File: config.mk
export PLATFORM = sky130hd
export DESIGN_NAME = mul_div_unit
export DESIGN_NICKNAME = d
export VERILOG_FILES = /design/src/rtl/mul_div_unit_pkg.sv /design/src/rtl/mul_div_unit_sign_fix.sv /design/src/rtl/mul_div_unit.sv
export SDC_FILE = /design/constraint.sdc
export NUM_CORES = 1
export LEC_CHECK = 0
export CORE_MARGIN = 2
export CORE_UTILIZATION = 53
export DETAILED_ROUTE_END_ITERATION = 10
export GPL_ROUTABILITY_DRIVEN = 0
export PLACE_DENSITY = 0.76
export SLEW_MARGIN = 20
export SYNTH_ARGS = -nofsm -noshare
export SYNTH_HDL_FRONTEND = slang
export SYNTH_SLANG_ARGS = --single-unit
File: constraint.sdc
create_clock -name clk -period 7.2 [get_ports clk]
set_input_delay 1.8 -clock clk [delete_from_list [all_inputs] [get_ports clk]]
set_output_delay 1.8 -clock clk [all_outputs]
set_load 0.1 [all_outputs]
File: src/rtl/mul_div_unit_pkg.sv
// Shared types and constants for the iterative multiply/divide unit.
package mul_div_unit_pkg;

    // Architectural register width seen by the core.
    typedef logic [31:0] op_t;

    // Operation selector driven by the decoder.
    typedef enum logic [1:0] {
        MD_MULT  = 2'd0,
        MD_MULTU = 2'd1,
        MD_DIV   = 2'd2,
        MD_DIVU  = 2'd3
    } md_op_t;

    // One radix-2 step per operand bit.
    localparam int unsigned MulDivIters = 32;

    // LO value reported for a zero divisor.
    localparam op_t DivZeroQuotient = 32'hFFFF_FFFF;

    // True for the two's-complement flavours (MULT, DIV).
    function automatic logic md_is_signed(md_op_t o);
        return (o == MD_MULT) || (o == MD_DIV);
    endfunction

    // True for DIV and DIVU.
    function automatic logic md_is_div(md_op_t o);
        return (o == MD_DIV) || (o == MD_DIVU);
    endfunction

endpackage

File: src/rtl/mul_div_unit_sign_fix.sv
// Conditional two's-complement negate used when committing a result.
// Wide mode negates the full 2*Width product; narrow mode negates the
// upper (remainder) and lower (quotient) halves independently.
module md_sign_fix #(
    parameter int unsigned Width = 32
) (
    input  logic [2*Width-1:0] data_i,
    input  logic               wide_i,
    input  logic               neg_wide_i,
    input  logic               neg_hi_i,
    input  logic               neg_lo_i,
    output logic [2*Width-1:0] data_o
);

    logic [Width-1:0] hi_half;
    logic [Width-1:0] lo_half;

    // Select full-width or per-half negation.
    always_comb begin
        hi_half = data_i[2*Width-1:Width];
        lo_half = data_i[Width-1:0];
        data_o  = data_i;
        if (wide_i) begin
            data_o = neg_wide_i ? (-data_i) : data_i;
        end else begin
            data_o[2*Width-1:Width] = neg_hi_i ? (-hi_half) : hi_half;
            data_o[Width-1:0]       = neg_lo_i ? (-lo_half) : lo_half;
        end
    end

endmodule

File: src/rtl/mul_div_unit.sv
// Iterative 32-cycle multiply/divide unit owning HI/LO.
// Multiply: right-shifting shift-add with the multiplier in the low half
// of the work register. Divide: restoring division on {remainder, quotient}.
// Both run on magnitudes; signs are restored in the FIX cycle.
module mul_div_unit
    import mul_div_unit_pkg::*;
#(
    parameter int unsigned Width = 32
) (
    input  logic   clk,
    input  logic   rst,
    input  logic   start,
    input  md_op_t op,
    input  op_t    a,
    input  op_t    b,
    input  logic   hi_we,
    input  logic   lo_we,
    input  op_t    wdata,
    output logic   busy,
    output logic   done,
    output op_t    hi,
    output op_t    lo
);

    localparam int unsigned CntW = $clog2(MulDivIters);
    localparam logic [CntW-1:0] CntMax = CntW'(MulDivIters - 1);

    typedef enum logic [1:0] {
        StIdle,
        StCalc,
        StFix
    } state_e;

    state_e               state_q;
    logic [CntW-1:0]      cnt_q;
    md_op_t               op_q;
    logic [2*Width-1:0]   work_q;
    logic [Width-1:0]     opb_q;      // multiplicand or divisor magnitude
    logic [Width-1:0]     a_raw_q;    // original dividend for divide-by-zero
    logic                 prod_neg_q; // product / quotient sign
    logic                 rem_neg_q;  // remainder sign
    logic                 divzero_q;
    logic                 busy_q;
    logic                 done_q;
    op_t                  hi_q;
    op_t                  lo_q;

    logic                 start_signed;
    logic                 start_div;
    logic [Width-1:0]     mag_a;
    logic [Width-1:0]     mag_b;
    logic [Width:0]       mul_sum;
    logic [Width:0]       div_rem;
    logic [Width+1:0]     div_diff;
    logic [2*Width-1:0]   step_next;
    logic                 calc_div;
    logic [2*Width-1:0]   fixed;

    // Operand magnitudes and op class for the start cycle.
    always_comb begin
        start_signed = md_is_signed(op);
        start_div    = md_is_div(op);
        mag_a        = (start_signed && a[Width-1]) ? (-a) : a;
        mag_b        = (start_signed && b[Width-1]) ? (-b) : b;
    end

    // One radix-2 iteration of whichever algorithm is running.
    always_comb begin
        calc_div = md_is_div(op_q);
        mul_sum  = {1'b0, work_q[2*Width-1:Width]}
                 + (work_q[0] ? {1'b0, opb_q} : {(Width+1){1'b0}});
        // Shift the next dividend bit into the partial remainder.
        div_rem  = {work_q[2*Width-1:Width], work_q[Width-1]};
        div_diff = {1'b0, div_rem} - {2'b00, opb_q};
        if (calc_div) begin
            if (!div_diff[Width+1]) begin
                step_next = {div_diff[Width-1:0], work_q[Width-2:0], 1'b1};
            end else begin
                step_next = {div_rem[Width-1:0], work_q[Width-2:0], 1'b0};
            end
        end else begin
            step_next = {mul_sum, work_q[Width-1:1]};
        end
    end

    md_sign_fix #(
        .Width (Width)
    ) u_sign_fix (
        .data_i     (work_q),
        .wide_i     (!calc_div),
        .neg_wide_i (prod_neg_q),
        .neg_hi_i   (rem_neg_q),
        .neg_lo_i   (prod_neg_q),
        .data_o     (fixed)
    );

    // Control FSM, iteration datapath and HI/LO registers.
    always_ff @(posedge clk or posedge rst) begin
        if (rst) begin
            state_q    <= StIdle;
            cnt_q      <= '0;
            op_q       <= MD_MULT;
            work_q     <= '0;
            opb_q      <= '0;
            a_raw_q    <= '0;
            prod_neg_q <= 1'b0;
            rem_neg_q  <= 1'b0;
            divzero_q  <= 1'b0;
            busy_q     <= 1'b0;
            done_q     <= 1'b0;
            hi_q       <= '0;
            lo_q       <= '0;
        end else begin
            done_q <= 1'b0;
            unique case (state_q)
                StIdle: begin
                    // MTHI/MTLO land here; a same-edge start is overwritten at FIX.
                    if (hi_we) hi_q <= wdata;
                    if (lo_we) lo_q <= wdata;
                    if (start) begin
                        op_q       <= op;
                        a_raw_q    <= a;
                        prod_neg_q <= start_signed & (a[Width-1] ^ b[Width-1]);
                        rem_neg_q  <= start_signed & a[Width-1];
                        divzero_q  <= start_div && (b == '0);
                        if (start_div) begin
                            work_q <= {{Width{1'b0}}, mag_a};
                            opb_q  <= mag_b;
                        end else begin
                            work_q <= {{Width{1'b0}}, mag_b};
                            opb_q  <= mag_a;
                        end
                        cnt_q   <= CntMax;
                        busy_q  <= 1'b1;
                        state_q <= StCalc;
                    end
                end
                StCalc: begin
                    work_q <= step_next;
                    if (cnt_q == '0) begin
                        state_q <= StFix;
                    end else begin
                        cnt_q <= cnt_q - 1'b1;
                    end
                end
                StFix: begin
                    if (divzero_q) begin
                        hi_q <= a_raw_q;
                        lo_q <= DivZeroQuotient;
                    end else begin
                        hi_q <= fixed[2*Width-1:Width];
                        lo_q <= fixed[Width-1:0];
                    end
                    done_q  <= 1'b1;
                    busy_q  <= 1'b0;
                    state_q <= StIdle;
                end
                default: state_q <= StIdle;
            endcase
        end
    end

    assign busy = busy_q;
    assign done = done_q;
    assign hi   = hi_q;
    assign lo   = lo_q;

endmodule
# --- Word level (Yosys, flattened, before mapping) ---
# Cells that the tools add are included.
op_classes:
  n_eq_ne: 11
  bitwise: 3
  n_reduce_logical: 19
  muxes: 28
  multipliers: 0
  div_mod_pow: 0
  magnitude_cmp: 0
  shifts: 0
  addsub: 8
op_table:
  columns: ["cell", "n"]
  rows:
  - ["$mux 32", 11]
  - ["$mux 64", 5]
  - ["$neg 32->32", 4]
  - ["$pmux 32 s2", 2]
  - ["$pmux 64 s2", 1]
  - ["$neg 64->64", 1]
  - ["$sub 33x32->34", 1]
  - ["$add 32x32->33", 1]
  - ["$logic_not 32->1", 1]
  - ["$reduce_and 2->1", 6]
  - ["$eq 2x2->1 const B", 5]
  - ["$mux 5", 2]
  - ["$ne 2x2->1 const B", 5]
  - ["$pmux 5 s2", 1]
  - ["$logic_not 5->1", 1]
  - ["$sub 5x1->5 const B", 1]
  - ["$logic_not 2->1", 2]
  - ["$mux 2", 2]
  - ["$pmux 2 s2", 1]
  - ["$reduce_bool 2->1", 2]
  - ["$logic_and 1x1->1", 3]
  - ["$logic_or 1x1->1", 3]
  - ["$reduce_and 3->1", 1]
  - ["$and 1x1->1", 2]
  - ["other kinds (4)", 5]
totals:
  ram_bits: 0
  elab_cells: 82
  latch_bits: 0
  in_bits: 103
  mem_count: 0
  rom_bits: 0
  ff_bits: 206
  out_inout_bits: 66

# --- Depth between registers and ports, before layout ---
logic_depth:
  ltp_word: 7
  mapped_depth: 14
  mapped_depth_nobuf: 13

# --- Hierarchy ---
# From an unflattened synthesis, not the netlist that was laid out.
hier_totals:
  hier_cells: 2125
  hier_area_um2: 16559.6
modules_own_cells:
  columns: ["module", "seq_area_each_um2", "instances", "cells_each", "area_each_um2"]
  rows:
  - ["mul_div_unit", 5129.9, 1, 1873, 14918.1]
  - ["md_sign_fix", 0.0, 1, 252, 1641.6]

# --- Worst setup path before layout ---
# OpenSTA, ideal clock, no wires.
synth_path:
  path_kind: "input port to flip-flop"
  startpoint: "in b[17]"
  endpoint: "reg work_q[29]"
  arrival_time_ns: 4.029
  required_ns: 7.074
  stages: 9
  setup_slack_ns: 3.045
  n_path_buf: 0
  setup_time_ns: 0.126
  path_cell_list: "or4_4 > or4b_4 > or2_4 > nor4_4 > a21oi_2 > xnor2_2 > nor2_1 > a21oi_1 > a221o_2"
synth_via:
  elab_chain_len: 5
synth_lines:
  columns: ["item", "line_no", "rtl"]
  rows:
  - ["start, declared", "mul_div_unit.sv:15", "input op_t b,"]
  - ["$neg 32->32", "mul_div_unit.sv:64", "mag_b = (start_signed && b[Width-1]) ? (-b) : b;"]
  - ["$mux 32", "mul_div_unit.sv:64", null]
  - ["$mux 32", "mul_div_unit.sv:126", "if (start_div) begin"]
  - ["$mux 64", "mul_div_unit.sv:120", "if (start) begin"]
  - ["$pmux 64 s2", "mul_div_unit.sv:115", "unique case (state_q)"]
  - ["end signal, assigned", "mul_div_unit.sv:127", "work_q <= {{Width{1'b0}}, mag_a};"]
  - ["end signal, assigned", "mul_div_unit.sv:130", "work_q <= {{Width{1'b0}}, mag_b};"]
  - ["end signal, assigned", "mul_div_unit.sv:139", "work_q <= step_next;"]
  - ["end, declared", "mul_div_unit.sv:37", "logic [2*Width-1:0] work_q;"]
# No other way between the ends. The select of a mux whose other input is x is not followed.
# A chain may end at the register's enable or synchronous reset.

# --- Worst setup path in the final report ---
layout_path:
  startpoint: "reg work_q[0]"
  endpoint: "reg work_q[60]"
layout_via:
  elab_chain_len: 4
layout_lines:
  columns: ["item", "line_no", "rtl"]
  rows:
  - ["$mux 32", "mul_div_unit.sv:71", "+ (work_q[0] ? {1'b0, opb_q} : {(Width+1){1'b0}});"]
  - ["$add 32x32->33", "mul_div_unit.sv:71", null]
  - ["$mux 64", "mul_div_unit.sv:75", "if (calc_div) begin"]
  - ["$pmux 64 s2", "mul_div_unit.sv:115", null]
# No other way between the ends.

==> impl_metrics.env <==
export IMPL_status="finished, final reports clean"
export IMPL_rsz0062_at_grt="false"
export IMPL_synth_distinct_cells=94
export IMPL_fin_crit_sh_pct=62.0
export IMPL_grt_overflow=0
export IMPL_ys_flop_type="dfrtp_1"
export IMPL_cts_tree="yes"
export IMPL_worstMarginPinSlew_ns=1.11
export IMPL_wl_per_cell_um=22.7
export IMPL_synth_area_um2=16100
export IMPL_ctsResizeCount=0
export IMPL_setup_slack_ns=2.74
export IMPL_end_kind="flop"
export IMPL_synth_edff_count=0
export IMPL_synth_area_leaders="dfrtp_1 (32%), nand2_1 (6.9%), o21ai_0 (6.6%)"
export IMPL_yosys_warnings=0
export IMPL_min_path_type="reg -> reg"
export IMPL_io_pins=169
export IMPL_grt_use_total_pct=35.5
export IMPL_fin_skew_ns=0.0194
export IMPL_synth_fp_nets=2199
export IMPL_wl_um=57300
export IMPL_final_layout_size_suffix_gt1_share_pct=6.08
export IMPL_grt_start_max_net_pins=96
export IMPL_holdPathEnd="lo[21]"
export IMPL_reg2reg_depth=13
export IMPL_grt_use_met1_pct=52.3
export IMPL_critPathMaxFanout=31
export IMPL_max_cap_violations=0
export IMPL_syn_inst=2024
export IMPL_top_usage_layer="met1"
export IMPL_die_h_um=179
export IMPL_synth_commonest_cells="nand2_1 (295), o21ai_0 (212), dfrtp_1 (205)"
export IMPL_hold_viol_final=0
export IMPL_r2r_end="work_q[60]"
export IMPL_synth_top_area_share_pct=31.8
export IMPL_min_delay_start="lo[21]"
export IMPL_gr_usage_met3_pct=6.12
export IMPL_tns_ns=0
export IMPL_root_buffer="clkbuf_16"
export IMPL_fp_dieW_um=179
export IMPL_placed_cell_area_um2=18000
export IMPL_final_core_util_pct=63.4
export IMPL_dieArea_um2=31900
export IMPL_postRouteAntennaNets=0
export IMPL_path_clk_slew_ns=0.06
export IMPL_core_rowCount=63
export IMPL_grt_first_pass_wirelength_um=87100
export IMPL_synth_top_area_cell="dfrtp_1"
export IMPL_reg2reg_from="work_q[0]"
export IMPL_critPathLaunchType="flop"
export IMPL_antenna_found_initial=1
export IMPL_setup_viol=0
export IMPL_via_count=16500
export IMPL_relSlewSlack_pct=25.5
export IMPL_grt_pass1_vias=14900
export IMPL_clk_latency_ns=0.54
export IMPL_h_tree_depth=1
export IMPL_fin_crit_ns=4.46
export IMPL_core_area_um2=29800
export IMPL_slew_viol_final=0
export IMPL_ys_seq_area_share_pct=31.8
export IMPL_initial_core_util_pct=54.2
export IMPL_min_path_cells=2
export IMPL_numPortBuffers=168
export IMPL_hpwl_um=43300
export IMPL_critPathArrivalTime_ns=4.87
export IMPL_max_freq_ghz=0.224
export IMPL_final_nets=2295
export IMPL_use_met2_pct=50.3
export IMPL_synth_most_common_cell="nand2_1"
export IMPL_first_iter_violations=2477
export IMPL_cts_max_path_buffers=3
export IMPL_numCtsBuffers=24
export IMPL_final_area_um2=18900
export IMPL_pre_cts_ws_ns=2.36
export IMPL_ys_seq_elements=205
export IMPL_post_cts_buffers=0
export IMPL_hold_buffers=0
export IMPL_async_reset_ff_share_pct=100
export IMPL_syn_area_per_cell_um2=7.97
export IMPL_syn2layout_area_growth_pct=17.1
export IMPL_path_class="reg -> reg"
export IMPL_required_ns=7.60
export IMPL_worst_r2r_setup_slack_ns=2.74
export IMPL_via_per_inst=6.51
export IMPL_drc=0
export IMPL_first_pass_iters=7
export IMPL_clock_sinks=205
==> cell type report <==
| type | count | area (um^2) |
|---|---|---|
| timing repair buffer | 188 | 1850 |
| tap | 390 | 488 |
| clock inverter | 12 | 183 |
| inverter | 77 | 293 |
| antenna | 1 | 2.50 |
| sequential | 205 | 5130 |
| clock buffer | 31 | 687 |
| fill | 2620 | 10900 |
| multi-input combinational | 1624 | 10300 |
==> routing by layer <==
layer	vias up	routed length (um)
li1	7474	-
met3	133	7110
met1	7773	23700
met2	1070	23400
met4	0	3060
met5	-	0
==> kinds of logic (layout without fill, tap and decap cells) <==
family                   after synthesis  in the layout  share of synthesized area (%)
AND/OR/NAND/NOR                      674            674                           19.4
multiplexers                          56             56                           3.60
flip-flops                           205            205                           31.8
adder cells (fa/ha/maj)               72             72                           5.67
AO/OA/AOI/OAI                        649            649                           25.2
other                                  0              1                              0
buffers and inverters                195            308                           4.86
XOR/XNOR                             173            173                           9.43
==> per-stage QoR <==
stage | hold slack [ns] | instances
2_1_floorplan | 0.437 | 2024
3_3_place_gp | 0.462 | 2483
3_5_place_dp | 0.466 | 2483
4_1_cts | 0.481 | 2526
5_1_grt | 0.506 | 2528
6_report | 0.474 | 2528
==> how the worst max path moves through the flow <==
stage,startpoint,to,slack (ns),cells after the start
floorplan,rst,a_raw_q[0],2.74,1
global placement,b[7],work_q[29],2.37,9
detailed placement,b[7],work_q[29],2.36,9
CTS,work_q[0],work_q[60],2.86,13
global route,work_q[0],work_q[60],2.61,13
finish,work_q[0],work_q[60],2.74,13
==> state kept, by name, summed over array words and instances (netlist names), 2 cells and up <==
name     count
lo          32
hi          32
state_q      2
work_q      64
opb_q       32
a_raw_q     32
cnt_q        5
==> critical path, cell delays in order (launching register included) <==
cell and delay [ns]:
dfrtp_1 0.55, inv_1 0.11, buf_4 0.37, nor2_1 0.10, ha_1 0.36, nand2_1 0.11
o31a_1 0.35, nor4_1 0.82, o21ai_0 0.33, a21oi_1 0.42, a21bo_2 0.21, xnor2_1 0.11
nor2_1 0.05, or3_1 0.40
==> placed cells by master, fill, tap and decap left out, types with 22 or more instances in the layout <==
master             n
inv_1             75
a222oi_1          24
o22ai_1           34
xnor2_1          102
clkbuf_16         24
o21ai_0          211
nor3_1            25
xor2_1            70
a21oi_1          164
mux2i_1           40
nor2_1           183
nand2_1          294
a31oi_1           25
clkdlybuf4s50_1  167
nand3_1           27
o31ai_1           22
dfrtp_1          204
o211ai_1          28
ha_1              70
a21o_1            25
Power is not shown: default switching activity piles up to over one toggle a cycle in this logic, so the estimate is an artifact.
